[config.mk]
export PLATFORM = sky130hd
export DESIGN_NAME = pipe_stage_reg
export DESIGN_NICKNAME = d
export VERILOG_FILES = /design/src/rtl/pipe_pkg.sv /design/src/rtl/sat_counter.sv /design/src/rtl/pipe_stage_reg.sv
export SDC_FILE = /design/constraint.sdc
export NUM_CORES = 1
export LEC_CHECK = 0
export ABC_AREA = 1
export CAP_MARGIN = 20
export CORE_ASPECT_RATIO = 1.5
export CORE_MARGIN = 5
export CORE_UTILIZATION = 52
export CTS_CLUSTER_DIAMETER = 120
export DETAILED_ROUTE_END_ITERATION = 6
export PLACE_DENSITY = 0.88
export REMOVE_ABC_BUFFERS = 1
export SYNTH_ARGS = -nofsm -noshare
export SYNTH_HDL_FRONTEND = slang
export SYNTH_SLANG_ARGS = --single-unit
export TNS_END_PERCENT = 30
[constraint.sdc]
create_clock -name clk -period 1.9 [get_ports clk]
set_clock_uncertainty 0.1 [all_clocks]
set_input_delay 0.57 -clock clk [delete_from_list [all_inputs] [get_ports clk]]
set_output_delay 0.57 -clock clk [all_outputs]
set_load 0.005 [all_outputs]
[src/rtl/pipe_pkg.sv]
// Shared constants for the pipeline stage register: occupancy encoding and
// default payload/counter widths.
package pipe_pkg;

  localparam int DEFAULT_WIDTH = 16;
  localparam int DEFAULT_CNT_W = 16;

  localparam logic [1:0] OCC_EMPTY = 2'd0;
  localparam logic [1:0] OCC_ONE   = 2'd1;
  localparam logic [1:0] OCC_FULL  = 2'd2;

endpackage

[src/rtl/sat_counter.sv]
// Saturating up-counter with synchronous active-high clear; used for the
// stall and flush statistics of pipe_stage_reg.
module sat_counter #(
  parameter int CNT_W = 16
) (
  input  logic             clk,
  input  logic             rst_p,
  input  logic             inc,
  output logic [CNT_W-1:0] count
);

  localparam logic [CNT_W-1:0] CNT_ONE = {{(CNT_W-1){1'b0}}, 1'b1};

  logic [CNT_W-1:0] count_q;
  logic [CNT_W-1:0] count_d;

  // NOTE: assign the hold value first so every path writes count_d and no latch is inferred.
  always_comb begin
    count_d = count_q;
    if (inc && (count_q != '1)) count_d = count_q + CNT_ONE;
  end

  // NOTE: sequential state uses non-blocking assignments so all flops update together.
  always_ff @(posedge clk) begin
    if (rst_p) count_q <= '0;
    else       count_q <= count_d;
  end

  assign count = count_q;

endmodule

[src/rtl/pipe_stage_reg.sv]
// Pipeline stage register with valid/ready handshakes, optional skid entry,
// flush/stall control and saturating stall/flush statistics.
module pipe_stage_reg
  import pipe_pkg::*;
#(
  parameter int WIDTH = DEFAULT_WIDTH,
  parameter int SKID  = 1,
  parameter int CNT_W = DEFAULT_CNT_W
) (
  input  logic             clk,
  input  logic             rst_p,
  input  logic             flush,
  input  logic             stall,
  input  logic             in_valid,
  output logic             in_ready,
  input  logic [WIDTH-1:0] in_data,
  output logic             out_valid,
  input  logic             out_ready,
  output logic [WIDTH-1:0] out_data,
  output logic [1:0]       occupancy,
  output logic [CNT_W-1:0] stall_cnt,
  output logic [CNT_W-1:0] flush_cnt
);

  logic [1:0]       occ_q, occ_d;
  logic [WIDTH-1:0] main_q, main_d;
  logic [WIDTH-1:0] skid_q, skid_d;
  logic             has_room;
  logic             accept;
  logic             pop;

  // With a skid entry, in_ready depends only on registered occupancy, which
  // breaks the out_ready -> in_ready combinational path.
  always_comb begin
    if (SKID != 0) has_room = (occ_q < OCC_FULL);
    else           has_room = (occ_q == OCC_EMPTY) || out_ready;
  end

  assign in_ready  = !rst_p && !stall && has_room;
  assign out_valid = (occ_q != OCC_EMPTY);
  assign out_data  = out_valid ? main_q : '0;
  assign occupancy = occ_q;
  assign accept    = in_valid && in_ready;
  assign pop       = out_valid && out_ready && !stall;

  always_comb begin
    occ_d  = occ_q;
    main_d = main_q;
    skid_d = skid_q;
    if (flush) begin
      occ_d = OCC_EMPTY;
    end else if (!stall) begin
      case (occ_q)
        OCC_EMPTY: begin
          if (accept) begin
            main_d = in_data;
            occ_d  = OCC_ONE;
          end
        end
        OCC_ONE: begin
          if (accept && pop) begin
            main_d = in_data;
          end else if (pop) begin
            occ_d = OCC_EMPTY;
          end else if (accept) begin
            skid_d = in_data;
            occ_d  = OCC_FULL;
          end
        end
        OCC_FULL: begin
          if (pop) begin
            main_d = skid_q;
            occ_d  = OCC_ONE;
          end
        end
        default: occ_d = OCC_EMPTY;
      endcase
    end
  end

  // NOTE: payload storage is reset too, so a freshly reset stage holds no stale data.
  always_ff @(posedge clk) begin
    if (rst_p) begin
      occ_q  <= OCC_EMPTY;
      main_q <= '0;
    end else begin
      occ_q  <= occ_d;
      main_q <= main_d;
    end
  end

  if (SKID != 0) begin : g_skid
    always_ff @(posedge clk) begin
      if (rst_p) skid_q <= '0;
      else       skid_q <= skid_d;
    end
  end else begin : g_no_skid
    assign skid_q = '0;
  end

  sat_counter #(.CNT_W(CNT_W)) u_stall_cnt (
    .clk   (clk),
    .rst_p (rst_p),
    .inc   (stall && out_valid && !flush),
    .count (stall_cnt)
  );

  sat_counter #(.CNT_W(CNT_W)) u_flush_cnt (
    .clk   (clk),
    .rst_p (rst_p),
    .inc   (flush && out_valid),
    .count (flush_cnt)
  );

endmodule

==> out/metrics.yaml <==
status:
  status: "finished with violations"
  violations: "setup timing"
sta:
  setup_violations: 16
  period_minus_slack_ps: 2010
  worst_slack_ps: -114
  finalMaxSlewViolations: 0
  period_share_pct: 106
  finalHoldViolCount: 0
  max_slew_margin_pct: 70.0
  worstMarginPinSlew_ps: 450
  fmax_mhz: 496
  rsz0062_at_grt: "yes"
drt:
  wl_um: 10800
  wl_met3_um: 536
  ant_nets: 0
  top_layer: "met4"
  initialDrtViolationCount: 313
  wl_met1_um: 4000
  first_pass_iters: 5
  wl_per_cell_um: 13.9
  vias_per_cell: 5.32
  wl_met2_um: 5890
  drc: 0
  vias: 4114
yosys:
  syn_avg_cell_area_um2: 6.41
  ys_warn_count: 0
  ys_types: 29
  postSynthCellCount: 585
  synth-seq-cells: 66
  yosysSeqAreaShare_pct: 35.2
  syn_area_mm2: 0.00375
clock_tree:
  cts_sinks: 66
  clk_latency_ps: 360
  cts_buffers: 9
  clk_pin_slew_ps: 70
  clockBufferDepth: 2
  h-tree-depth: 3
  cts_tree: "done"
  root_buffer: "clkbuf_8"
  ctsHoldBuffers: 0
cells_and_area:
  final_area_mm2: 0.00516
  final_common_cell: "nand2_1"
  fin_util_pct: 72.3
  fin_nets: 713
  instances_no_fill: 774
  final_cell_mix: "nand2_1 (144), nor2_1 (112), inv_1 (64)"
  nFillCells: 537
  drive_above_1_share_pct: 24.5
  synthToLayoutAreaGrowth_pct: 37.5
  antenna_cells: 0
power:
  p_int_uw: 2300
  p_seq_share_pct: 45.5
  total_leakage_power_uw: 0.00233
  pwr-share-comb_pct: 10.8
  pwr_density_cell_mw_per_mm2: 593
  power.switching_uw: 755
  netSwitchingFraction_pct: 24.7
  fin_total_pwr_uw: 3060
  pwr-share-clk_pct: 43.7
  ir_worst_vdd_v: 0.000576
worst_hold_path:
  hp-class: "reg2reg"
worst_setup_path:
  cp_num_buf_inv: 3
  cp.arrival_ps: 1340
  slowest_stage: "dfxtp_2"
  critPathCaptureType: "primary output"
  cp.required_ps: 1230
  cp_slowest_stage_delay_ps: 340
  path_cells: "buf_6, nor2_4, clkbuf_16, nor2_1, buf_2"
  path_class: "reg2out"
  cp-start-kind: "flop"
  cp_max_fo: 8
  path_delay_family: "buffers and inverters"
placement:
  gp_congestion: 0.905
  place_inst: 753
  io_buffers: 73
  placed_area_mm2: 0.00479
  pre_cts_ws_ps: -570
  dp_hpwl_um: 7040
grt:
  grt_overflow: 0
  grt_pass1_vias: 3807
  grt_pass1_wl_um: 16700
  grt_max_degree: 37
  grt_use_total_pct: 23.0
  grt_antenna_before_repair: 0
die:
  dieArea_mm2: 0.00905
  io-pin-count: 74
  die_y_um: 114
  die_w_um: 79.3
  num_rows: 38
  coreArea_mm2: 0.00713
  start_util_pct: 52.6
flow_run:
  max_cap_viol_count: 0
-- metal layers --
| layer | GRT usage (%) | vias up |
|---|---|---|
| met4 | 12.4 | 0 |
| met3 | 3.95 | 33 |
| met2 | 41.8 | 149 |
| li1 | - | 2026 |
| met1 | 25.0 | 1906 |
| met5 | 0 | - |
-- flip-flops by register name, summed over array words and instances, names as in the netlist --
| register | cells |
|---|---|
| main_q | 16 |
| u_stall_cnt.count | 16 |
| skid_q | 16 |
| occupancy | 2 |
| u_flush_cnt.count | 16 |
-- final timing paths --
path,startpoint,end,slack [ps],cells after the start
setup / recovery,occupancy[0],out_data[5],-110,5
hold / removal,skid_q[8],skid_q[8],360,2
setup reg to reg,occupancy[0],skid_q[7],50,10
hold reg to reg,skid_q[8],skid_q[8],360,2
-- power groups by stage --
stage / Clock (µW) / Sequential, µW / Combinational (µW)
3_5_place_dp: 0 / 1440 / 303
3_3_place_gp: 0 / 1440 / 294
5_1_grt: 1430 / 1390 / 361
2_1_floorplan: 0 / 1440 / 137
4_1_cts: 1350 / 1390 / 304
6_report: 1340 / 1390 / 330
-- cell usage after synthesis, drive strengths merged --
master | number | area [µm²]
nand2 | 160 | 646
nor2 | 131 | 552
inv | 70 | 263
dfxtp | 66 | 1320
nand3 | 52 | 270
a21oi | 30 | 188
o21ai | 24 | 131
buf | 15 | 118
nand4 | 9 | 56.3
xor2 | 8 | 70.1
clkbuf | 7 | 26.3
nand3b | 5 | 41.3
xnor2 | 3 | 26.3
ha | 2 | 25.0
nor3 | 2 | 10.0
nor3b | 1 | 7.51
-- cells by family after synthesis --
logic type               count (synthesis)  share of synthesized area [%]
AND/OR/NAND/NOR                        360                           42.2
buffers and inverters                   92                           10.8
flip-flops                              66                           35.2
XOR/XNOR                                11                           2.57
adder cells (fa/ha/maj)                  2                          0.667
AO/OA/AOI/OAI                           54                           8.51
-- cell type report --
cell class | instances | area, µm² | share of cell area, %
multi-input combinational | 427 | 2090 | 40.6
sequential | 66 | 1400 | 27.1
timing repair buffer | 115 | 1070 | 20.8
inverter | 70 | 275 | 5.34
clock buffer | 11 | 141 | 2.74
tap | 80 | 100 | 1.94
clock inverter | 5 | 77.6 | 1.50
-- worst reg2reg max path, cell delays in order, from the launching register on --
cell     delay (ps)
dfxtp_2         350
buf_4           150
inv_4            50
buf_8           140
nor2_4          160
nand2_2         100
nor2_4          130
nand3_4         140
buf_12          180
o21ai_1         160
a21oi_1          70
-- timing repair --
action                                  in CTS  in global routing
buffers inserted                             1                  2
endpoints found under the setup margin      78                 47
pin swaps                                    1                  6
endpoints found under the hold margin        0                  0
gates resized for setup                    130                 43
gates cloned                                 0                  3
-- stage by stage --
stage,hold slack [ps],TNS (ps)
floorplan,327,-997
global placement,332,-15280
detailed placement,343,-17750
CTS,357,-1070
global route,383,-2050
finish,361,-1410
Note: power is estimated with default switching activity, not from simulation.
